==> src/rtl/pf_dispatch_engine.sv <==
// Prefetch dispatch engine: queues prefetch ops and expands each into a
// strided stream of line requests to the interleaved DC / L2 pipes.

// Per-pipe output lane: presents the current line on this pipe when the
// interleave bits select it; otherwise drives valid=0 and laddr=0.
module pf_dispatch_lane #(
  parameter int LADDR_W = 44
) (
  input  logic               hit,
  input  logic               dc_act,
  input  logic               l2_act,
  input  logic [LADDR_W-1:0] cur,
  output logic               dc_valid,
  output logic               l2_valid,
  output logic [LADDR_W-1:0] dc_laddr,
  output logic [LADDR_W-1:0] l2_laddr
);
  assign dc_valid = hit & dc_act;
  assign l2_valid = hit & l2_act;
  assign dc_laddr = dc_valid ? cur : '0;
  assign l2_laddr = l2_valid ? cur : '0;
endmodule

module pf_dispatch_engine #(
  parameter int NPIPE   = 2,
  parameter int LADDR_W = 44,
  parameter int QDEPTH  = 4,
  parameter int PAGE_LB = 6,
  parameter int TMO     = 15,
  parameter int STAT_W  = 16
) (
  input  logic                     clk,
  input  logic                     reset,
  input  logic                     flush,
  input  logic                     op_valid,
  output logic                     op_retry,
  input  logic [LADDR_W-1:0]       op_laddr,
  input  logic [7:0]               op_stride,
  input  logic [3:0]               op_degree,
  input  logic [1:0]               op_level,
  output logic [NPIPE-1:0]         dc_req_valid,
  input  logic [NPIPE-1:0]         dc_req_retry,
  output logic [NPIPE*LADDR_W-1:0] dc_req_laddr,
  output logic [NPIPE-1:0]         l2_req_valid,
  input  logic [NPIPE-1:0]         l2_req_retry,
  output logic [NPIPE*LADDR_W-1:0] l2_req_laddr,
  output logic [STAT_W-1:0]        stat_dc_issued,
  output logic [STAT_W-1:0]        stat_l2_issued,
  output logic [STAT_W-1:0]        stat_dropped,
  output logic [STAT_W-1:0]        stat_pgstop
);
  localparam int PB = (NPIPE > 1) ? $clog2(NPIPE) : 1;
  localparam int QW = $clog2(QDEPTH);
  localparam logic [7:0] TMO_LAST = 8'(TMO - 1);
  localparam logic [QW:0] QFULL   = QDEPTH[QW:0];

  typedef struct packed {
    logic [LADDR_W-1:0] laddr;
    logic [7:0]         stride;
    logic [3:0]         degree;
    logic [1:0]         level;
  } pf_op_t;

  typedef enum logic {IDLE, ISSUE} state_t;

  pf_op_t             q_mem [QDEPTH];
  pf_op_t             head;
  logic [QW-1:0]      wr_ptr, rd_ptr;
  logic [QW:0]        q_cnt, q_cnt_nxt;
  logic               push, pop;

  state_t             state, state_nxt;
  logic [LADDR_W-1:0] cur, cur_nxt, nxt;
  logic [3:0]         rem, rem_nxt;
  logic [1:0]         lvl, lvl_nxt;
  logic [7:0]         stride, stride_nxt;
  logic               dc_done, l2_done, dc_done_nxt, l2_done_nxt;
  logic [7:0]         dc_wait, l2_wait, dc_wait_nxt, l2_wait_nxt;
  logic               dc_act, l2_act, dc_rty, l2_rty;
  logic               dc_xfer, l2_xfer, dc_tmo, l2_tmo;
  logic               all_done, pg_cross, pg_inc;
  logic [PB-1:0]      pidx;

  logic [NPIPE-1:0][LADDR_W-1:0] dc_laddr_arr, l2_laddr_arr;

  // Queue bookkeeping; a full queue refuses pushes even if a pop is underway
  assign head      = q_mem[rd_ptr];
  assign push      = op_valid & ~op_retry & ~flush;
  assign pop       = (state == IDLE) & (q_cnt != '0) & ~flush;
  assign q_cnt_nxt = q_cnt + {{QW{1'b0}}, push} - {{QW{1'b0}}, pop};

  // Queue storage carries no reset; only pointers/count define occupancy
  always_ff @(posedge clk) begin
    if (push) q_mem[wr_ptr] <= '{op_laddr, op_stride, op_degree, op_level};
  end

  // Queue pointers, occupancy and the registered full indication
  always_ff @(posedge clk or negedge reset) begin
    if (!reset) begin
      wr_ptr <= '0; rd_ptr <= '0; q_cnt <= '0; op_retry <= 1'b0;
    end else if (flush) begin
      wr_ptr <= '0; rd_ptr <= '0; q_cnt <= '0; op_retry <= 1'b0;
    end else begin
      if (push) wr_ptr <= wr_ptr + 1'b1;
      if (pop)  rd_ptr <= rd_ptr + 1'b1;
      q_cnt    <= q_cnt_nxt;
      op_retry <= (q_cnt_nxt == QFULL);
    end
  end

  // Target handshake state for the line currently in flight
  assign pidx     = (NPIPE > 1) ? cur[PB-1:0] : '0;
  assign dc_act   = (state == ISSUE) & lvl[0] & ~dc_done;
  assign l2_act   = (state == ISSUE) & lvl[1] & ~l2_done;
  assign dc_rty   = dc_act & dc_req_retry[pidx];
  assign l2_rty   = l2_act & l2_req_retry[pidx];
  assign dc_xfer  = dc_act & ~dc_req_retry[pidx];
  assign l2_xfer  = l2_act & ~l2_req_retry[pidx];
  assign dc_tmo   = dc_rty & (dc_wait == TMO_LAST);
  assign l2_tmo   = l2_rty & (l2_wait == TMO_LAST);
  assign nxt      = cur + {{(LADDR_W-8){stride[7]}}, stride};
  assign pg_cross = nxt[LADDR_W-1:PAGE_LB] != cur[LADDR_W-1:PAGE_LB];

  // Next-state: load ops in IDLE, walk the stride in ISSUE, flush wins
  always_comb begin
    state_nxt   = state;
    cur_nxt     = cur;
    rem_nxt     = rem;
    lvl_nxt     = lvl;
    stride_nxt  = stride;
    dc_done_nxt = dc_done | dc_xfer | dc_tmo;
    l2_done_nxt = l2_done | l2_xfer | l2_tmo;
    dc_wait_nxt = dc_rty ? dc_wait + 8'd1 : dc_wait;
    l2_wait_nxt = l2_rty ? l2_wait + 8'd1 : l2_wait;
    pg_inc      = 1'b0;
    all_done    = (~lvl[0] | dc_done_nxt) & (~lvl[1] | l2_done_nxt);
    case (state)
      IDLE: begin
        if (pop) begin
          cur_nxt     = head.laddr;
          rem_nxt     = head.degree;
          lvl_nxt     = head.level;
          stride_nxt  = head.stride;
          dc_done_nxt = 1'b0; l2_done_nxt = 1'b0;
          dc_wait_nxt = '0;   l2_wait_nxt = '0;
          if (head.degree != 4'd0 && head.level != 2'b00) state_nxt = ISSUE;
        end
      end
      ISSUE: begin
        if (all_done) begin
          rem_nxt     = rem - 4'd1;
          dc_done_nxt = 1'b0; l2_done_nxt = 1'b0;
          dc_wait_nxt = '0;   l2_wait_nxt = '0;
          if (rem_nxt == 4'd0 || stride == 8'd0) begin
            state_nxt = IDLE;
          end else if (pg_cross) begin
            state_nxt = IDLE;
            pg_inc    = 1'b1;
          end else begin
            cur_nxt = nxt;
          end
        end
      end
      default: state_nxt = IDLE;
    endcase
    if (flush) begin
      state_nxt   = IDLE;
      dc_done_nxt = 1'b0; l2_done_nxt = 1'b0;
      dc_wait_nxt = '0;   l2_wait_nxt = '0;
      pg_inc      = 1'b0;
    end
  end

  // FSM and current-op registers
  always_ff @(posedge clk or negedge reset) begin
    if (!reset) begin
      state <= IDLE; cur <= '0; rem <= '0; lvl <= '0; stride <= '0;
      dc_done <= 1'b0; l2_done <= 1'b0; dc_wait <= '0; l2_wait <= '0;
    end else begin
      state <= state_nxt; cur <= cur_nxt; rem <= rem_nxt; lvl <= lvl_nxt;
      stride <= stride_nxt; dc_done <= dc_done_nxt; l2_done <= l2_done_nxt;
      dc_wait <= dc_wait_nxt; l2_wait <= l2_wait_nxt;
    end
  end

  function automatic logic [STAT_W-1:0] sat_inc(input logic [STAT_W-1:0] v, input logic en);
    return (en && v != '1) ? v + 1'b1 : v;
  endfunction

  // Saturating stats; transfers coinciding with a flush are aborted, not counted
  always_ff @(posedge clk or negedge reset) begin
    if (!reset) begin
      stat_dc_issued <= '0; stat_l2_issued <= '0; stat_dropped <= '0; stat_pgstop <= '0;
    end else begin
      stat_dc_issued <= sat_inc(stat_dc_issued, dc_xfer & ~flush);
      stat_l2_issued <= sat_inc(stat_l2_issued, l2_xfer & ~flush);
      stat_dropped   <= sat_inc(sat_inc(stat_dropped, dc_tmo & ~flush), l2_tmo & ~flush);
      stat_pgstop    <= sat_inc(stat_pgstop, pg_inc);
    end
  end

  for (genvar p = 0; p < NPIPE; p++) begin : g_lane
    pf_dispatch_lane #(.LADDR_W(LADDR_W)) u_lane (
      .hit      (pidx == PB'(p)),
      .dc_act   (dc_act),
      .l2_act   (l2_act),
      .cur      (cur),
      .dc_valid (dc_req_valid[p]),
      .l2_valid (l2_req_valid[p]),
      .dc_laddr (dc_laddr_arr[p]),
      .l2_laddr (l2_laddr_arr[p])
    );
  end

  assign dc_req_laddr = dc_laddr_arr;
  assign l2_req_laddr = l2_laddr_arr;
endmodule

==> config.mk <==
export PLATFORM = sky130hd
export DESIGN_NAME = pf_dispatch_engine
export DESIGN_NICKNAME = d
export VERILOG_FILES = /design/src/rtl/pf_dispatch_engine.sv
export SDC_FILE = /design/constraint.sdc
export NUM_CORES = 1
export LEC_CHECK = 0
export CAP_MARGIN = 30
export CORE_ASPECT_RATIO = 1.1
export CORE_MARGIN = 5
export CORE_UTILIZATION = 55
export CTS_CLUSTER_DIAMETER = 200
export CTS_CLUSTER_SIZE = 16
export DETAILED_ROUTE_END_ITERATION = 16
export PLACE_DENSITY = 0.81
export SLEW_MARGIN = 20
export SYNTH_ARGS = -nofsm -noshare
export SYNTH_HDL_FRONTEND = slang
export SYNTH_SLANG_ARGS = --single-unit
export TNS_END_PERCENT = 20
==> constraint.sdc <==
create_clock -name clk -period 5.8 [get_ports clk]
set_input_delay 1.16 -clock clk [delete_from_list [all_inputs] [get_ports clk]]
set_output_delay 1.16 -clock clk [all_outputs]
set_load 0.01 [all_outputs]
==> metrics.md, run 1 <==
| Metric | Value |
|---|---|
| Setup TNS | 0 ns |
| Simple-gate share of the synthesized area | 18.7% |
| DR pass1 iterations | 5 |
| Reg2reg end | cur[42] |
| Nets | 2,331 |
| Hold Path Depth | 1 |
| Gr ovfl total | 0 |
| Fin. Hold Viols | 0 |
| Ports | 311 |
| CTS root buf | clkbuf_16 |
| H-tree Lvls | 1 |
| Input/output buffers | 308 |
| Slew Limit Fails | 0 |
| Yosys top cell by area | edfxtp_1 |
| RR Startpoint | stride[7] |
| Post-route DRC | 0 |
| Largest family of logic cells by synthesized area | simple AND/OR/NAND/NOR gates |
| Post-DP HPWL | 52,400 um |
| Max_cap viols | 0 |
| Final min period | 5.66 ns |
| Wirelength per Cell | 26.3 um |
| Max frequency | 0.177 GHz |
| Min-delay src | stat_pgstop[15] |
| DRT iter0 DRCs | 1,976 |
| Clock insertion delay at the later pin of the skew report | 0.58 ns |
| Slew headroom | 37.9% |
| Placer Congestion | 1.05 |
| Post-DRT Antenna Nets | 0 |
| Vias per cell | 6.48 |
| Most common library cell in the layout ignoring fill and taps | clkdlybuf4s50_1 |
| Most frequent cells in the layout | clkdlybuf4s50_1 (307), edfxtp_1 (232), dfrtp_1 (145) |
| Avg Synthesized Cell Area | 11.1 um2 |
| Worst Tran Pin Value | 0.932 ns |
| Fin Clk Skew | 0.0322 ns |
| Initial antenna violation count | 4 |
| Pwr Total | 14.8 mW |
| Worst r2r path cells | 15 |
| Vias in the first global route | 17,100 |
| Synth top area share | 32.2% |
| Synth Area in XOR/XNOR | 6.65% |
| First-pass GRT wire length | 107,000 um |
| Total CTS buffers | 27 |
| Routed vias | 17,700 |
| Fin crit share | 97.6% |
| Ys Warns | 0 |
| Post-synthesis mux area share | 6.82% |
| Setup CP Type | flip-flop to flip-flop |
| Worst reg2reg setup slack | 0.14 ns |
| Row Count | 76 |
| Post-CTS sizing | 0 |
| CTS tree | done |
| Yosys cell types | 88 |
| Final wirelength | 71,900 um |
| Syn Inst Count | 1,947 |
| CP Launch Type | flip-flop |
| Postcts setup bufs | 0 |
| Final setup viols | 0 |
| Startpoint of the worst setup timing path | stride[7] |
| Die Ht | 218 um |
| Core ar. | 0.0390 mm2 |
| Status | finished clean |
| Die Wd | 199 um |
| Hold slack | 0.505 ns |
| Starting Density | 55.5% |
| Cell Area, Synth | 0.0216 mm2 |
| Peak VDD IR | 337 uV |
| Cts hold-fix bufs | 0 |
| Commonest register cell after synthesis | edfxtp_1 |
| RSZ-0062 raised after global routing | no |
| Post-synthesis register bit count | 381 |
| CP Capture Type | flip-flop |
| Critical path peak fanout | 85 |
| Number of enable flip-flop cells after synthesis | 232 |
| Data arrival, critical path | 6.09 ns |
| CTS sink cnt | 381 |
| Largest net degree at the start of global routing | 86 |
| Power per Cell Area | 568 mW/mm2 |
| Synth async-reset ratio | 39.1% |
| Total GRT Usage | 32.2% |
| Largest cells by area after synthesis | edfxtp_1 (32%), dfrtp_1 (17%), mux4_2 (6.0%) |
| Layout cell share with drive strength beyond 1 | 8.19% |
| Synth Area in Compound Gates | 11.3% |
| Hold Crit Class | flip-flop to flip-flop |
| Worst Path Required | 6.23 ns |
| Clock slew at reported path FFs | 0.08 ns |
| Area Overhead vs Synth | 20.2% |
| WHS Endpoint | stat_pgstop[15] |
| Clock Tree Buf Depth | 3 |
| Post-synthesis adder-cell area fraction | 3.66% |
| Sequential cell area fraction in the yosys report | 49.4% |
| Die area | 0.0434 mm2 |
| Filler cells | 2,972 |
| P_leak | 9.80 nW |
-- Yosys cell counts (all sizes together) (49+ instances only) --
library cell,n
mux4,58
nor3,76
and3,120
dfrtp,149
xnor2,102
nand2,145
a21oi,79
o21ai,61
nor2,113
nand4,56
and2,88
clkbuf,84
nand3,54
buf,49
ha,60
edfxtp,232
-- critical path, stage by stage (launching register included) --
cell      delay [ns]
dfrtp_4         0.69
buf_4           0.26
ha_1            0.41
a21oi_1         0.32
o21ai_0         0.32
a221oi_2        0.40
o21ai_0         0.19
o31ai_1         0.48
nand4_1         0.24
nor4_1          0.37
nand4_1         0.22
or4_4           0.49
nor4_4          0.34
buf_12          0.36
nor3_1          0.09
a311oi_1        0.34
-- power breakdown --
group          internal [mW]  switching, mW  total (mW)
sequential              3.25          0.680        3.93
combinational           3.36           5.68        9.05
clock                  0.872          0.905        1.78
-- worst max path at each step --
stage | end | slack, ns | cells past startpoint
floorplan | cur[16] | 1.28 | 16
global placement | cur[0] | 0.24 | 15
detailed placement | cur[36] | 0.22 | 15
CTS | cur[42] | 0.14 | 15
global route | cur[42] | 0.13 | 15
finish | cur[42] | 0.14 | 15
-- final cells by class --
type                            instances  area (um2)  share of cell area, %
Sequential cell                       381       10700                   41.2
Multi-Input combinational cell       1396       10200                   39.3
Timing Repair Buffer                  359        3520                   13.6
Clock buffer                           45         743                   2.86
Tap cell                              507         634                   2.44
Inverter                               38         143                  0.549
Clock inverter                          2        13.8                 0.0529
Antenna cell                            3        7.51                 0.0289
-- metal layers --
| metal | share of wire, % | global-route usage (%) | up-vias |
|---|---|---|---|
| li1 | - | - | 7857 |
| met1 | 41 | 46.1 | 8840 |
| met2 | 47 | 50.7 | 854 |
| met3 | 7.7 | 4.53 | 151 |
| met4 | 4.3 | 11.7 | 0 |
| met5 | 0 | 0 | - |
-- stage by stage --
stage	worst slack (ns)	cell area, um2	util, %	instances
final	0.141	26000	66.7	2731
after detailed placement	0.221	25200	64.6	2680
after floorplan	1.28	21600	-	1948
after global routing	0.131	26000	66.7	2729
after CTS	0.140	26000	66.6	2727
after global placement	0.239	25200	64.5	2678
-- flip-flops by register name, summed over array words and instances, names as in the netlist --
register	cells
cur	44
dc_done	1
dc_wait	8
l2_done	1
l2_wait	8
lvl	2
op_retry	1
q_cnt	3
q_mem	232
rd_ptr	2
rem	4
stat_dc_issued	16
stat_dropped	16
stat_l2_issued	16
stat_pgstop	16
state	1
stride	8
wr_ptr	2
-- cells by family after synthesis --
group | count (synthesis)
and+or+nand+nor | 755
DFF | 381
AOI/OAI and AO/OA | 350
buffers and inverters | 171
xor gates and xnor gates | 153
muxes | 74
adders and majority gates | 62
other | 1
Power figures use the tool's default switching activity.
==> inputs of run 2 (changes only) <==
CTS_CLUSTER_SIZE = unset   (was 16)
==> metrics.md, run 2 (synthesized netlist as in run 1, its figures left out) <==
| Metric | Value |
|---|---|
| Final setup viols | 0 |
| Clock slew at reported path FFs | 0.07 ns |
| Total GRT Usage | 32.8% |
| Post-DRT Antenna Nets | 0 |
| WHS Endpoint | stat_pgstop[15] |
| Worst Path Required | 6.26 ns |
| Data arrival, critical path | 6.06 ns |
| Placer Congestion | 1.05 |
| Fin Clk Skew | 0.0245 ns |
| Largest net degree at the start of global routing | 86 |
| Crit path cell chain | buf_4 > ha_1 > a21oi_1 > o21ai_0 > a221oi_2 > o21ai_0 > o31ai_1 > nand4_1 > nor4_1 > nand4_1 > or4_4 > nor4_4 > buf_12 > nor3_1 > a311oi_1 |
| Post-DP HPWL | 52,400 um |
| Vias per cell | 6.49 |
| Area Overhead vs Synth | 22.5% |
| Total CTS buffers | 39 |
| Fin. Hold Viols | 0 |
| Cts hold-fix bufs | 0 |
| Core ar. | 0.0390 mm2 |
| Postcts setup bufs | 0 |
| RR Startpoint | stride[7] |
| Post-CTS sizing | 0 |
| Worst reg2reg setup slack | 0.20 ns |
| Critical path peak fanout | 85 |
| Die Wd | 199 um |
| Fin crit share | 96.6% |
| Routed vias | 17,900 |
| Peak VDD IR | 407 uV |
| Final setup margin | 0.195 ns |
| Wirelength per Cell | 26.5 um |
| Min-delay src | stat_pgstop[15] |
| Cell family with most CP delay | compound AO/OA/AOI/OAI gates |
| Hold Path Depth | 1 |
| Power per Cell Area | 585 mW/mm2 |
| CP peak stage delay | 0.69 ns |
| Biggest regs | q_mem: 232 flops, cur: 44 flops |
| Slew Limit Fails | 0 |
| RSZ-0062 raised after global routing | no |
| Die Ht | 218 um |
| CTS tree | done |
| H-tree Lvls | 2 |
| Setup TNS | 0 ns |
| Initial antenna violation count | 2 |
| Post-route DRC | 0 |
| Final wirelength | 72,900 um |
| DR pass1 iterations | 6 |
| Worst Tran Pin Value | 0.939 ns |
| Most common library cell in the layout ignoring fill and taps | clkdlybuf4s50_1 |
| Nets | 2,343 |
| Clock Tree Buf Depth | 3 |
| Final min period | 5.60 ns |
| Max frequency | 0.178 GHz |
| Gr ovfl total | 0 |
| Layout cell share with drive strength beyond 1 | 9.36% |
| DRT iter0 DRCs | 1,855 |
| Worst r2r path cells | 15 |
| Status | finished clean |
| Ports | 311 |
| Die area | 0.0434 mm2 |
| CP bufs+invs | 2 |
| Input/output buffers | 308 |
| Slew headroom | 37.4% |
| Worst slack, placed | 0.221 ns |
| CTS root buf | clkbuf_16 |
| CP Capture Type | flip-flop |
| Hold Crit Class | flip-flop to flip-flop |
| Cell depth of the worst setup path | 15 |
| Starting Density | 55.5% |
| Reg2reg end | cur[36] |
| Most frequent cells in the layout | clkdlybuf4s50_1 (307), edfxtp_1 (232), dfrtp_1 (145) |
| Row Count | 76 |
| P_leak | 10.1 nW |
| Slowest CP cell | dfrtp_4 |
| CP Launch Type | flip-flop |
| CTS sink cnt | 381 |
| Multi-input logic area | 0.0102 mm2 |
| Max_cap viols | 0 |
| First-pass GRT wire length | 109,000 um |
| Setup CP Type | flip-flop to flip-flop |
| Filler cells | 2,892 |
| Seq. cell area | 0.0107 mm2 |
| Clock insertion delay at the later pin of the skew report | 0.58 ns |
| Top reg by flops | q_mem |
| Max FFs per register | 232 |
| Vias in the first global route | 17,200 |
run 2: cell types whose count changed in the layout (fill, tap and decap cells not counted), sizes merged:
| cell | before | now |
|---|---|---|
| clkbuf | 45 | 48 |
| clkinv | 1 | 14 |
| diode | 3 | 2 |
| inv | 39 | 41 |
| clkinvlp | 0 | 2 |
| bufinv | 0 | 3 |
run 2: area by class of cell:
cell class / instances / share of cell area (%)
sequential: 381 / 40.4
multi-input combinational: 1396 / 38.6
timing repair buffer: 359 / 13.3
clock buffer: 48 / 3.85
antenna: 2 / 0.0189
clock inverter: 22 / 0.939
tap: 507 / 2.39
inverter: 38 / 0.538
run 2: power breakdown:
part,internal (mW),leakage [nW],switching (mW)
clock network,1.41,0.616,1.08
logic,3.36,5.42,5.71
registers,3.26,4.01,0.684
run 2: through the flow:
stage / instance area, um2 / instances / hold slack (ns) / utilization (%) / total power, mW
detailed placement: 25200 / 2680 / 0.488 / 64.6 / 12.6
CTS: 26500 / 2750 / 0.496 / 67.9 / 15.2
finish: 26500 / 2753 / 0.492 / 68.0 / 15.5
global placement: 25200 / 2678 / 0.477 / 64.5 / 12.6
global route: 26500 / 2752 / 0.528 / 68.0 / 16.2
floorplan: 21600 / 1948 / 0.468 / - / 9.39
run 2: worst max path at each step:
| stage | start | to | slack [ns] |
|---|---|---|---|
| after floorplan | stride[7] | cur[16] | 1.28 |
| after CTS | stride[7] | cur[31] | 0.16 |
| after detailed placement | stride[7] | cur[36] | 0.22 |
| after global routing | stride[7] | cur[28] | 0.14 |
| final | stride[7] | cur[36] | 0.20 |
| after global placement | stride[7] | cur[0] | 0.24 |
run 2: metal layers:
layer | track usage, % | share of wire, %
met4 | 11.4 | 3.8
met1 | 46.1 | 40
met2 | 51.9 | 48
met5 | 0 | 0
met3 | 5.81 | 8.6
